[src/rtl/router_pkg.sv]
// Shared router constants: port count, direction indices, select width and
// the per-output allocation state.
package router_pkg;

    localparam int unsigned NUM_DIR   = 5;
    localparam int unsigned SEL_WIDTH = $clog2(NUM_DIR);

    localparam int unsigned DIR_XP    = 0;
    localparam int unsigned DIR_XM    = 1;
    localparam int unsigned DIR_YP    = 2;
    localparam int unsigned DIR_YM    = 3;
    localparam int unsigned DIR_LOCAL = 4;

    typedef enum logic {
        OUT_IDLE = 1'b0,
        OUT_BUSY = 1'b1
    } out_state_e;

endpackage

[src/rtl/rr_arbiter.sv]
// Combinational round-robin arbiter: the first set request found scanning
// ptr, ptr+1, ... (mod N) wins. Returns a one-hot grant and its index.
module rr_arbiter
    import router_pkg::*;
#(
    parameter int unsigned N  = NUM_DIR,
    parameter int unsigned SW = $clog2(N)
) (
    input  logic [N-1:0]  req,
    input  logic [SW-1:0] ptr,
    output logic [N-1:0]  gnt,
    output logic [SW-1:0] idx
);

    // Rotating priority scan starting at ptr; first hit wins.
    always_comb begin
        int unsigned k;
        logic        found;
        gnt   = '0;
        idx   = '0;
        found = 1'b0;
        k     = 0;
        for (int unsigned off = 0; off < N; off++) begin
            k = 32'(ptr) + off;
            if (k >= N) begin
                k = k - N;
            end
            if (!found && req[k]) begin
                found  = 1'b1;
                gnt[k] = 1'b1;
                idx    = SW'(k);
            end
        end
    end

endmodule

[src/rtl/switch_allocator.sv]
// Per-output wormhole switch allocator. Each output is granted to one input
// with round-robin fairness and held until that packet's tail flit passes.
module switch_allocator
    import router_pkg::*;
#(
    parameter int unsigned Num_Dir   = NUM_DIR,
    parameter int unsigned Sel_width = $clog2(Num_Dir)
) (
    input  logic                           clk,
    input  logic                           rst,
    input  logic [Num_Dir*Num_Dir-1:0]     req_dir,
    input  logic [Num_Dir-1:0]             in_valid,
    input  logic [Num_Dir-1:0]             in_tail,
    input  logic [Num_Dir-1:0]             out_ready,
    output logic [Num_Dir-1:0]             read_en,
    output logic [Num_Dir-1:0]             out_valid,
    output logic [Num_Dir*Sel_width-1:0]   xbar_sel,
    output logic [Num_Dir-1:0]             locked
);

    out_state_e           state_q [Num_Dir];
    out_state_e           state_d [Num_Dir];
    logic [Sel_width-1:0] owner_q [Num_Dir];
    logic [Sel_width-1:0] owner_d [Num_Dir];
    logic [Sel_width-1:0] ptr_q   [Num_Dir];
    logic [Sel_width-1:0] ptr_d   [Num_Dir];

    logic [Num_Dir-1:0]   owns_any;
    logic [Num_Dir-1:0]   req_ok;
    logic [Num_Dir-1:0]   arb_req [Num_Dir];
    logic [Num_Dir-1:0]   arb_gnt [Num_Dir];
    logic [Sel_width-1:0] arb_idx [Num_Dir];

    // Eligible requests: valid head, one-hot direction, input not already owning an output.
    always_comb begin
        owns_any = '0;
        req_ok   = '0;
        for (int unsigned o = 0; o < Num_Dir; o++) begin
            if (state_q[o] == OUT_BUSY) begin
                owns_any[owner_q[o]] = 1'b1;
            end
        end
        for (int unsigned i = 0; i < Num_Dir; i++) begin
            req_ok[i] = in_valid[i] & $onehot(req_dir[i*Num_Dir +: Num_Dir]) & ~owns_any[i];
        end
        for (int unsigned o = 0; o < Num_Dir; o++) begin
            arb_req[o] = '0;
            for (int unsigned i = 0; i < Num_Dir; i++) begin
                arb_req[o][i] = req_ok[i] & req_dir[i*Num_Dir + o];
            end
        end
    end

    for (genvar g = 0; g < Num_Dir; g++) begin : g_arb
        rr_arbiter #(
            .N  (Num_Dir),
            .SW (Sel_width)
        ) u_arb (
            .req (arb_req[g]),
            .ptr (ptr_q[g]),
            .gnt (arb_gnt[g]),
            .idx (arb_idx[g])
        );
    end

    // Per-output FSM next state plus transfer outputs; outputs held quiet while rst is high.
    always_comb begin
        logic xfer;
        read_en   = '0;
        out_valid = '0;
        xbar_sel  = '0;
        locked    = '0;
        xfer      = 1'b0;
        for (int unsigned o = 0; o < Num_Dir; o++) begin
            state_d[o] = state_q[o];
            owner_d[o] = owner_q[o];
            ptr_d[o]   = ptr_q[o];
            xfer       = 1'b0;
            if (state_q[o] == OUT_BUSY) begin
                locked[o] = 1'b1;
                xbar_sel[o*Sel_width +: Sel_width] = owner_q[o];
                xfer = in_valid[owner_q[o]] & out_ready[o];
                out_valid[o] = xfer;
                if (xfer) begin
                    read_en[owner_q[o]] = 1'b1;
                end
                if (xfer && in_tail[owner_q[o]]) begin
                    state_d[o] = OUT_IDLE;
                    ptr_d[o]   = (owner_q[o] == Sel_width'(Num_Dir - 1)) ? '0 : owner_q[o] + 1'b1;
                end
            end else if (|arb_gnt[o]) begin
                state_d[o] = OUT_BUSY;
                owner_d[o] = arb_idx[o];
            end
        end
        if (rst) begin
            read_en   = '0;
            out_valid = '0;
            xbar_sel  = '0;
            locked    = '0;
        end
    end

    // State, owner and round-robin pointer registers with synchronous reset.
    always_ff @(posedge clk) begin
        if (rst) begin
            for (int unsigned o = 0; o < Num_Dir; o++) begin
                state_q[o] <= OUT_IDLE;
                owner_q[o] <= '0;
                ptr_q[o]   <= '0;
            end
        end else begin
            for (int unsigned o = 0; o < Num_Dir; o++) begin
                state_q[o] <= state_d[o];
                owner_q[o] <= owner_d[o];
                ptr_q[o]   <= ptr_d[o];
            end
        end
    end

endmodule

[config.mk]
export PLATFORM = sky130hd
export DESIGN_NAME = switch_allocator
export DESIGN_NICKNAME = d
export VERILOG_FILES = /design/src/rtl/router_pkg.sv /design/src/rtl/rr_arbiter.sv /design/src/rtl/switch_allocator.sv
export SDC_FILE = /design/constraint.sdc
export NUM_CORES = 1
export LEC_CHECK = 0
export ABC_AREA = 1
export CAP_MARGIN = 20
export CELL_PAD_IN_SITES_DETAIL_PLACEMENT = 1
export CELL_PAD_IN_SITES_GLOBAL_PLACEMENT = 1
export CORE_ASPECT_RATIO = 1.1
export CORE_UTILIZATION = 46
export CTS_BUF_LIST = sky130_fd_sc_hd__clkbuf_2
export DETAILED_ROUTE_END_ITERATION = 6
export PLACE_DENSITY = 0.86
export SYNTH_ARGS = -nofsm -noshare
export SYNTH_HDL_FRONTEND = slang
export SYNTH_HIERARCHICAL = 1
export SYNTH_SLANG_ARGS = --single-unit
[constraint.sdc]
create_clock -name clk -period 8.35 [get_ports clk]
set_input_delay 0.835 -clock clk [delete_from_list [all_inputs] [get_ports clk]]
set_output_delay 0.835 -clock clk [all_outputs]
set_load 0.1 [all_outputs]
==> impl_metrics.tcl, run 1 <==
set metrics [dict create \
    drc_errors 0 \
    hold_path.class "reg -> reg" \
    cts_inserted_buffers 5 \
    cpPeakStageDelay_ns 0.56 \
    synth-seq-area-share_pct 6.17 \
    syn-mean-instance-area_um2 5.50 \
    synth_top_family_by_area "simple AND/OR/NAND/NOR gates" \
    share_comb_of_total_power_pct 88.1 \
    hp-start "ptr_q[0][13]" \
    antenna_found_initial 1 \
    most-common-layout-cells "nand2_1, nor2_1, inv_1" \
    cts_setup_buffers 0 \
    synth-simple-area-share_pct 57.0 \
    r2r_start "ptr_q[0][6]" \
    max-cap-violations 0 \
    critPathKind "in -> reg" \
    status "completed" \
    wire_per_inst_um 17.2 \
    power.share.sequential_pct 9.4 \
    cp_slowest_cell "fa_1" \
    worst_pin_slew_ns 0.997 \
    postSynthCellCount 2065 \
    fmax_ghz 0.191 \
    critPathTopFamily "simple AND/OR/NAND/NOR gates" \
    num_vias 13685 \
    grt_pass1_vias 13753 \
    worstPathMaxFanout 16 \
    mostFrequentLayoutCell "nand2_1" \
    synth-xor-area-share_pct 1.29 \
    core_area_um2 23900 \
    synth.distinct_cells 47 \
    place_congestion 0.950 \
    synth_async_sr_flop_share_pct 0 \
    initial_core_util_pct 47.5 \
    rsz0062_at_grt "false" \
    start_kind "input pin" \
    yosys.area_share.adder_pct 12.0 \
    clock-sinks 35 \
    finalHoldViolations 0 \
    clkTransAtPathRegs_ns 0.20 \
    period_share_pct 62.8 \
    setup_violations 0 \
    layout_min_cycle_time_ns 5.25 \
    yosys_warnings 6 \
    leakage_nw 5.97 \
    crit_top_cell "nand2_1" \
    cts.path.max_buffers 2 \
    area_growth_pct 7.74 \
    dpl.hpwl_um 35100 \
    hold_buffers 0 \
    synth_fp_nets 2207 \
    drt_wl_total_um 41500 \
    first_iter_violations 754 \
    viasPerCell 5.66 \
    synth_compound_area_share_pct 11.6 \
    end_kind "flip-flop" \
    syn_area_um2 11400 \
    ys.flop_type "dfxtp_1" \
    insertion_delay_ns 0.43 \
    maxSlewViolCount 0 \
    arrival_ns 5.61 \
    setup_ws_ns 3.10 \
    vdd_ir_drop_max_uv 119 \
    startpoint "req_dir[10]" \
    crit_buf_inv 4 \
    final_antenna_net_count 0 \
    grt_max_degree 32 \
    drive_gt1_share_pct 10.5 \
    finClkSkew_ns 0.0273 \
    cts_root_buffer "clkbuf_2" \
    cts_max_level 2 \
    ys_ff_latch 35 \
    ios 72 \
    internal_power_mw 1.09 \
    track_usage_pct 32.4 \
    dr.pass1.iters 5 \
    fin_setup_tns_ns 0 \
    cp.required_ns 8.71 \
    finalNetCount 2254 \
    grt_first_pass_wirelength_um 68200 \
    cts_tree "done" \
    post_cts_resized 0 \
    power.density_nw_per_um2 269 \
    swShare_pct 66.9 \
    timing.slew.headroom_pct 33.3 \
    port_buffers 71 \
    dieArea_um2 25300 \
    synth_edf_count 0 \
    p_clk_share_pct 2.5 \
    rows 59 \
    grt_overflow 0 \
    dieWidth_um 152 \
    synth_mux_area_share_pct 0 \
    die_h_um 167 \
    dp_slack_ns 2.64 \
    p_switching_mw 2.20 \
]
-- worst min-delay path, cell delays in order (launching register included) --
cell and delay [ns]:
dfxtp_1 0.42, nor2_1 0.12, nor2_1 0.05
-- cells in the mapped netlist, types with 5 or more instances --
library cell | n | area, um2
o211ai_1 | 5 | 37.5
dfxtp_1 | 35 | 701
nand3_1 | 222 | 1110
nand2_4 | 8 | 90.1
inv_2 | 50 | 188
o21ai_2 | 10 | 87.6
nand3_4 | 15 | 263
ha_1 | 85 | 1060
fa_1 | 15 | 300
inv_1 | 231 | 867
o21ai_0 | 86 | 430
nor2_1 | 313 | 1170
a21oi_2 | 11 | 96.3
nand3_2 | 28 | 280
nand3b_1 | 5 | 37.5
a21oi_1 | 60 | 300
a31oi_1 | 10 | 62.6
nor2_2 | 11 | 68.8
inv_4 | 5 | 31.3
nand2_2 | 47 | 294
nand4_1 | 71 | 444
buf_6 | 15 | 169
o21ai_1 | 21 | 105
xor2_4 | 5 | 138
buf_2 | 10 | 50.1
nor4_1 | 7 | 43.8
nand2_1 | 573 | 2150
nor2_4 | 15 | 169
o22ai_1 | 5 | 31.3
o21bai_1 | 9 | 67.6
nor3_1 | 53 | 265
-- stage by stage --
stage / std cells / utilization, % / power, mW / hold WS [ns] / cell area (um2)
after floorplan: 2065 / - / 2.50 / 0.512 / 11400
after global placement: 2410 / 51.0 / 3.07 / 0.550 / 12200
after detailed placement: 2410 / 51.0 / 3.17 / 0.566 / 12200
after CTS: 2417 / 51.2 / 3.26 / 0.609 / 12200
after global routing: 2418 / 51.2 / 3.63 / 0.648 / 12200
final: 2418 / 51.2 / 3.29 / 0.606 / 12200
-- final cells by class --
type	count	area, um2
antenna	1	2.50
clock buffer	5	25.0
clock inverter	2	8.76
fill	3599	11700
inverter	287	1090
multi-input combinational	1710	9300
sequential	35	701
tap	305	382
timing repair buffer	73	726
-- logic make-up after synthesis --
| logic type | Yosys count |
|---|---|
| xor+xnor | 6 |
| fa+ha+maj | 100 |
| compound gates | 228 |
| flops | 35 |
| simple gates | 1376 |
| buf+inv | 320 |
-- worst paths after layout --
path | endpoint | slack [ns] | depth (start not counted)
hold / removal | ptr_q[0][13] | 0.61 | 2
hold reg to reg | ptr_q[0][13] | 0.61 | 2
setup / recovery | owner_q[0][10] | 3.10 | 26
setup reg to reg | owner_q[0][8] | 4.03 | 18
-- power by group through the flow --
stage | Clock, mW | Combinational [mW] | Sequential (mW)
floorplan | 0 | 2.24 | 0.260
global placement | 0 | 2.76 | 0.309
detailed placement | 0 | 2.86 | 0.311
CTS | 0.0843 | 2.87 | 0.307
global route | 0.0882 | 3.23 | 0.317
finish | 0.0827 | 2.90 | 0.310
-- metal layers --
| layer | track usage (%) | share of wire [%] |
|---|---|---|
| met1 | 41.0 | 45 |
| met2 | 56.8 | 48 |
| met3 | 4.11 | 4.7 |
| met4 | 10.2 | 2.9 |
| met5 | 0 | 0 |
-- sequential cells by signal, summed over array words and instances (netlist names) --
register and flops:
ptr_q 15, state_q 5, owner_q 15
(Power assumes the default switching activity.)
==> run 2, diff against run 1 <==
CORE_UTILIZATION = 39   (was 46)
PLACE_DENSITY = 0.78   (was 0.86)
clock period = 4.7 ns   (was 8.35 ns; I/O delays follow)
==> run 2 against run 1 <==
  * Sequential share of layout area is 0.33 points lower
  * Cell count is 6.1% higher
  * Clock power is 100% higher
  * Non-clock buffer count is 84 higher
  * Via count is 1.1% higher
  * Design area is 6.1% higher
  * Die area is 18% higher
  * Routed wire length is 2.9% higher
  * Critical path depth stayed put
  * Power is 88% higher
  * Hold slack worse by 0.016 ns
  * Critical endpoint is now owner_q[0][0]
==> impl_metrics.tcl, run 2 (synthesized netlist as in run 1, its figures left out) <==
set metrics [dict create \
    status "completed" \
    area_growth_pct 14.3 \
    drc_errors 0 \
    timing.slew.headroom_pct 33.9 \
    antenna_found_initial 0 \
    cts_tree "done" \
    most-common-layout-cells "nand2_1, nor2_1, inv_1" \
    critPathKind "in -> reg" \
    num_vias 13842 \
    dieArea_um2 29800 \
    setup_violations 0 \
    worstPathMaxFanout 8 \
    maxSlewViolCount 0 \
    dp.cells 2550 \
    cts.path.max_buffers 2 \
    leakage_nw 6.46 \
    hold_path.class "reg -> reg" \
    drt_wl_total_um 42700 \
    grt_pass1_vias 14045 \
    clock-sinks 35 \
    cp.required_ns 5.12 \
    cts_inserted_buffers 5 \
    final_antenna_net_count 0 \
    track_usage_pct 28.7 \
    dp_slack_ns -0.514 \
    max-cap-violations 0 \
    first_iter_violations 920 \
    fmax_ghz 0.232 \
    grt_first_pass_wirelength_um 69400 \
    clkTransAtPathRegs_ns 0.21 \
    core_area_um2 28600 \
    place_congestion 0.969 \
    end_kind "flip-flop" \
    grt_overflow 0 \
    vdd_ir_drop_max_uv 263 \
    finClkSkew_ns 0.0435 \
    fillers 4139 \
    grt_max_degree 32 \
    ios 72 \
    cts_root_buffer "clkbuf_2" \
    cts_max_level 2 \
    dieWidth_um 165 \
    finalInstanceArea_um2 13000 \
    finalHoldViolations 0 \
    rows 65 \
    power_mw 6.17 \
    stdcell_count 2566 \
    antenna_cells 0 \
    fin_util_pct 45.3 \
    start_kind "input pin" \
    regArea_um2 701 \
    finalNetCount 2339 \
    wire_per_inst_um 16.6 \
    dr.pass1.iters 5 \
    port_buffers 71 \
    insertion_delay_ns 0.50 \
    setup_ws_ns 0.384 \
    dpl_cell_area_um2 12800 \
    power.density_nw_per_um2 475 \
    multi_input_area_um2 9390 \
    layout_min_cycle_time_ns 4.32 \
    viasPerCell 5.39 \
    mostFrequentLayoutCell "nand2_1" \
    worst_pin_slew_ns 0.988 \
    drive_gt1_share_pct 15.8 \
    dpl.hpwl_um 35900 \
    period_share_pct 91.8 \
    initial_core_util_pct 39.7 \
    largest_registers "owner_q: 15 flops, ptr_q: 15 flops, state_q: 5 flops" \
    die_h_um 181 \
    arrival_ns 4.74 \
]
[run 2: changes by cell type in the layout (fill, tap and decap cells not counted), sizes merged]
cell | previous run | this run
buf | 2 | 110
clkdlybuf4s50 | 71 | 46
clkinvlp | 0 | 2
clkinv | 3 | 2
diode | 1 | 0
dlymetal6s2s | 0 | 1
nand3 | 265 | 266
[run 2: stage by stage]
step | hold slack, ns | setup TNS (ns)
after global routing | 0.616 | -0.0437
final | 0.590 | 0
after floorplan | 0.512 | 0
after global placement | 0.548 | -5.96
after detailed placement | 0.557 | -7.57
after CTS | 0.591 | 0
[run 2: what timing repair did]
item / in CTS / in global routing
resized for setup: 0 / 20
hold endpoints to repair: 0 / 0
hold buffers: 0 / 0
endpoints found under the setup margin: 0 / 20
buffers inserted: 0 / 7
[run 2: power by group]
group          total, mW  internal (mW)  switching (mW)
Sequential         0.508          0.379           0.128
Clock              0.169         0.0349           0.134
Combinational       5.49           1.80            3.69
Total               6.17           2.21            3.95
[run 2: per-layer routing]
layer / GRT usage (%) / up-vias / part of all wire [%]
li1: - / 6965 / -
met1: 37.4 / 6526 / 46
met2: 50.1 / 279 / 48
met3: 1.70 / 72 / 3.5
met4: 8.66 / 0 / 2.8
met5: 0 / - / 0
[run 2: cell type report]
class	instances	share of cell area, %
Multi-Input combinational cell	1711	72.3
Timing Repair Buffer	157	10.0
Inverter	287	8.39
Sequential cell	35	5.40
Tap cell	368	3.55
Clock buffer	5	0.193
Clock inverter	3	0.154
[run 2: critical path, cell delays in order]
cell and delay, ns:
clkdlybuf4s50_1 0.46, fa_1 0.55, inv_1 0.05, fa_1 0.35
inv_1 0.07, ha_1 0.25, nor3_4 0.23, nand2_1 0.09
nor3_2 0.14, nand2_2 0.14, nor2_2 0.14, buf_4 0.15
inv_1 0.08, nand2_1 0.07, nand2_1 0.05, nand2_1 0.14
nand3_2 0.19, nand3_4 0.17, nor2_4 0.08, nand3_1 0.08
nand3_1 0.09, nor3_2 0.19, nand2_1 0.10, nand2_1 0.11
o21ai_0 0.10, a21oi_1 0.16
[run 2: final timing paths]
check | start | to | slack, ns | cells past startpoint
setup reg to reg | ptr_q[0][5] | owner_q[0][4] | 0.93 | 20
hold / removal | ptr_q[0][13] | ptr_q[0][13] | 0.59 | 2
hold reg to reg | ptr_q[0][13] | ptr_q[0][13] | 0.59 | 2
setup / recovery | req_dir[10] | owner_q[0][0] | 0.38 | 26
==> run 3, diff against run 2 <==
CORE_MARGIN = 2   (was default)
CTS_CLUSTER_SIZE = 12   (was default)
SLEW_MARGIN = 20   (was default)
==> run 3 against run 2 <==
  * Clock-buffer cell count did not move
  * Fmax fell by 3.2%
  * Hold slack better by 0.027 ns
  * Register-to-register slack got worse by 0.07 ns
  * First-iteration DRC count down 25%
  * Power up 3.5%
  * Critical path depth is 1 higher
  * Cell count grew 0.62%
  * Non-clock buffer count rose by 14
  * Sequential share of layout area is essentially flat
  * Critical path type unchanged
  * Largest cell class unchanged
  * Highest routed layer unchanged
==> impl_metrics.tcl, run 3 (synthesized netlist as in run 1, its figures left out) <==
set metrics [dict create \
    finalInstanceArea_um2 13100 \
    cts_root_buffer "clkbuf_2" \
    dr.pass1.iters 5 \
    grt_overflow 0 \
    cp.required_ns 5.11 \
    insertion_delay_ns 0.49 \
    worstRegToRegCells 18 \
    cts.path.max_buffers 2 \
    hold_path.class "reg -> reg" \
    ios 72 \
    finClkSkew_ns 0.0269 \
    maxSlewViolCount 0 \
    end_kind "flip-flop" \
    status "completed" \
    start_kind "input pin" \
    dpl_cell_area_um2 12900 \
    hold_buffers 0 \
    layout_min_cycle_time_ns 4.46 \
    track_usage_pct 27.8 \
    arrival_ns 4.87 \
    rsz0062_at_grt "true" \
    fin_setup_tns_ns 0 \
    cts_inserted_buffers 5 \
    vdd_ir_drop_max_uv 315 \
    worst_pin_slew_ns 1.03 \
    final_antenna_net_count 0 \
    period_share_pct 94.8 \
    antenna_found_initial 1 \
    dieWidth_um 167 \
    grt_pass1_vias 14090 \
    timing.slew.headroom_pct 31.4 \
    hold_depth 2 \
    grt_max_degree 32 \
    leakage_nw 6.54 \
    power.density_nw_per_um2 488 \
    finalHoldViolations 0 \
    drc_errors 0 \
    drive_gt1_share_pct 16.4 \
    first_iter_violations 692 \
    place_congestion 0.946 \
    finalNetCount 2354 \
    port_buffers 71 \
    rows 65 \
    drt_wl_total_um 43300 \
    dp_slack_ns -0.363 \
    initial_core_util_pct 39.6 \
    max-cap-violations 0 \
    viasPerCell 5.40 \
    stdcell_count 2582 \
    cts_max_level 2 \
    worstPathMaxFanout 7 \
    core_area_um2 28700 \
    clkTransAtPathRegs_ns 0.20 \
    grt_first_pass_wirelength_um 70000 \
    setup_violations 0 \
    cts_tree "done" \
    fmax_ghz 0.224 \
    area_growth_pct 15.2 \
    fin_util_pct 45.6 \
    critPathKind "in -> reg" \
    dpl.hpwl_um 36600 \
    regArea_um2 701 \
    multi_input_area_um2 9370 \
    dp.cells 2566 \
    clock-sinks 35 \
    most-common-layout-cells "nand2_1, nor2_1, inv_1" \
    mostFrequentLayoutCell "nand2_1" \
    num_vias 13930 \
    wire_per_inst_um 16.8 \
    dieArea_um2 30500 \
    die_h_um 183 \
    largest_registers "owner_q: 15 flops, ptr_q: 15 flops, state_q: 5 flops" \
    fillers 4145 \
    setup_ws_ns 0.244 \
]
## run 3: changes by cell type in the layout (fill, tap and decap cells not counted), moves of 2 or more
| cell | delta |
|---|---|
| nand3_2 | +2 |
| clkdlybuf4s50_1 | -3 |
| clkinvlp_4 | -2 |
| nor3_1 | +3 |
| nor3_2 | -2 |
| buf_4 | +18 |
## run 3: cell type report
cell class                      count  area share [%]
Inverter                          287            8.33
Tap cell                          368            3.52
Antenna cell                        1          0.0191
Multi-Input combinational cell   1712            71.6
Timing Repair Buffer              171            10.6
Sequential cell                    35            5.35
Clock buffer                        5           0.191
Clock inverter                      3           0.335
## run 3: critical path, cell delays in order
cell	delay [ns]
clkdlybuf4s50_1	0.45
fa_1	0.55
inv_1	0.05
fa_1	0.37
inv_1	0.07
ha_1	0.23
nor3_2	0.30
nand2_1	0.08
nor3_1	0.19
nand2_2	0.16
nor2_1	0.13
buf_4	0.18
inv_1	0.07
nand2_1	0.06
o21ai_0	0.07
nand2_1	0.11
nand3_4	0.12
nand4_1	0.14
buf_4	0.14
o21ai_0	0.08
nor2_1	0.16
nand3_1	0.08
nor2_1	0.10
nand2_1	0.09
nand2_1	0.13
o21ai_0	0.10
a21oi_1	0.17
## run 3: what timing repair did
| item | 4_1_cts | 5_1_grt |
|---|---|---|
| resized for setup | 0 | 14 |
| buffers inserted | 0 | 5 |
| endpoints found under the setup margin | 0 | 17 |
## run 3: power by group
group	leakage, nW	total, mW	switching, mW	internal [mW]
combinational	6.21	5.66	3.76	1.90
clock	0.0429	0.223	0.133	0.0899
sequential	0.287	0.502	0.122	0.379
total	6.54	6.38	4.02	2.36
## run 3: per-stage QoR
step / hold slack (ns) / power, mW
6_report: 0.617 / 6.38
5_1_grt: 0.661 / 7.07
4_1_cts: 0.617 / 6.30
3_5_place_dp: 0.557 / 6.04
3_3_place_gp: 0.544 / 5.84
2_1_floorplan: 0.512 / 4.45
## run 3: final timing paths
path	start	end	slack [ns]
min reg2reg	ptr_q[0][13]	ptr_q[0][13]	0.62
max	req_dir[15]	owner_q[0][14]	0.24
max reg2reg	ptr_q[0][4]	owner_q[0][5]	0.86
min	ptr_q[0][13]	ptr_q[0][13]	0.62
## run 3: routing by layer
layer | global-route usage (%) | vias up | share of wire, %
met3 | 1.96 | 71 | 2.6
met2 | 49.8 | 243 | 48
met5 | 0 | - | 0
met4 | 8.97 | 0 | 2.9
li1 | - | 7015 | -
met1 | 35.4 | 6601 | 46
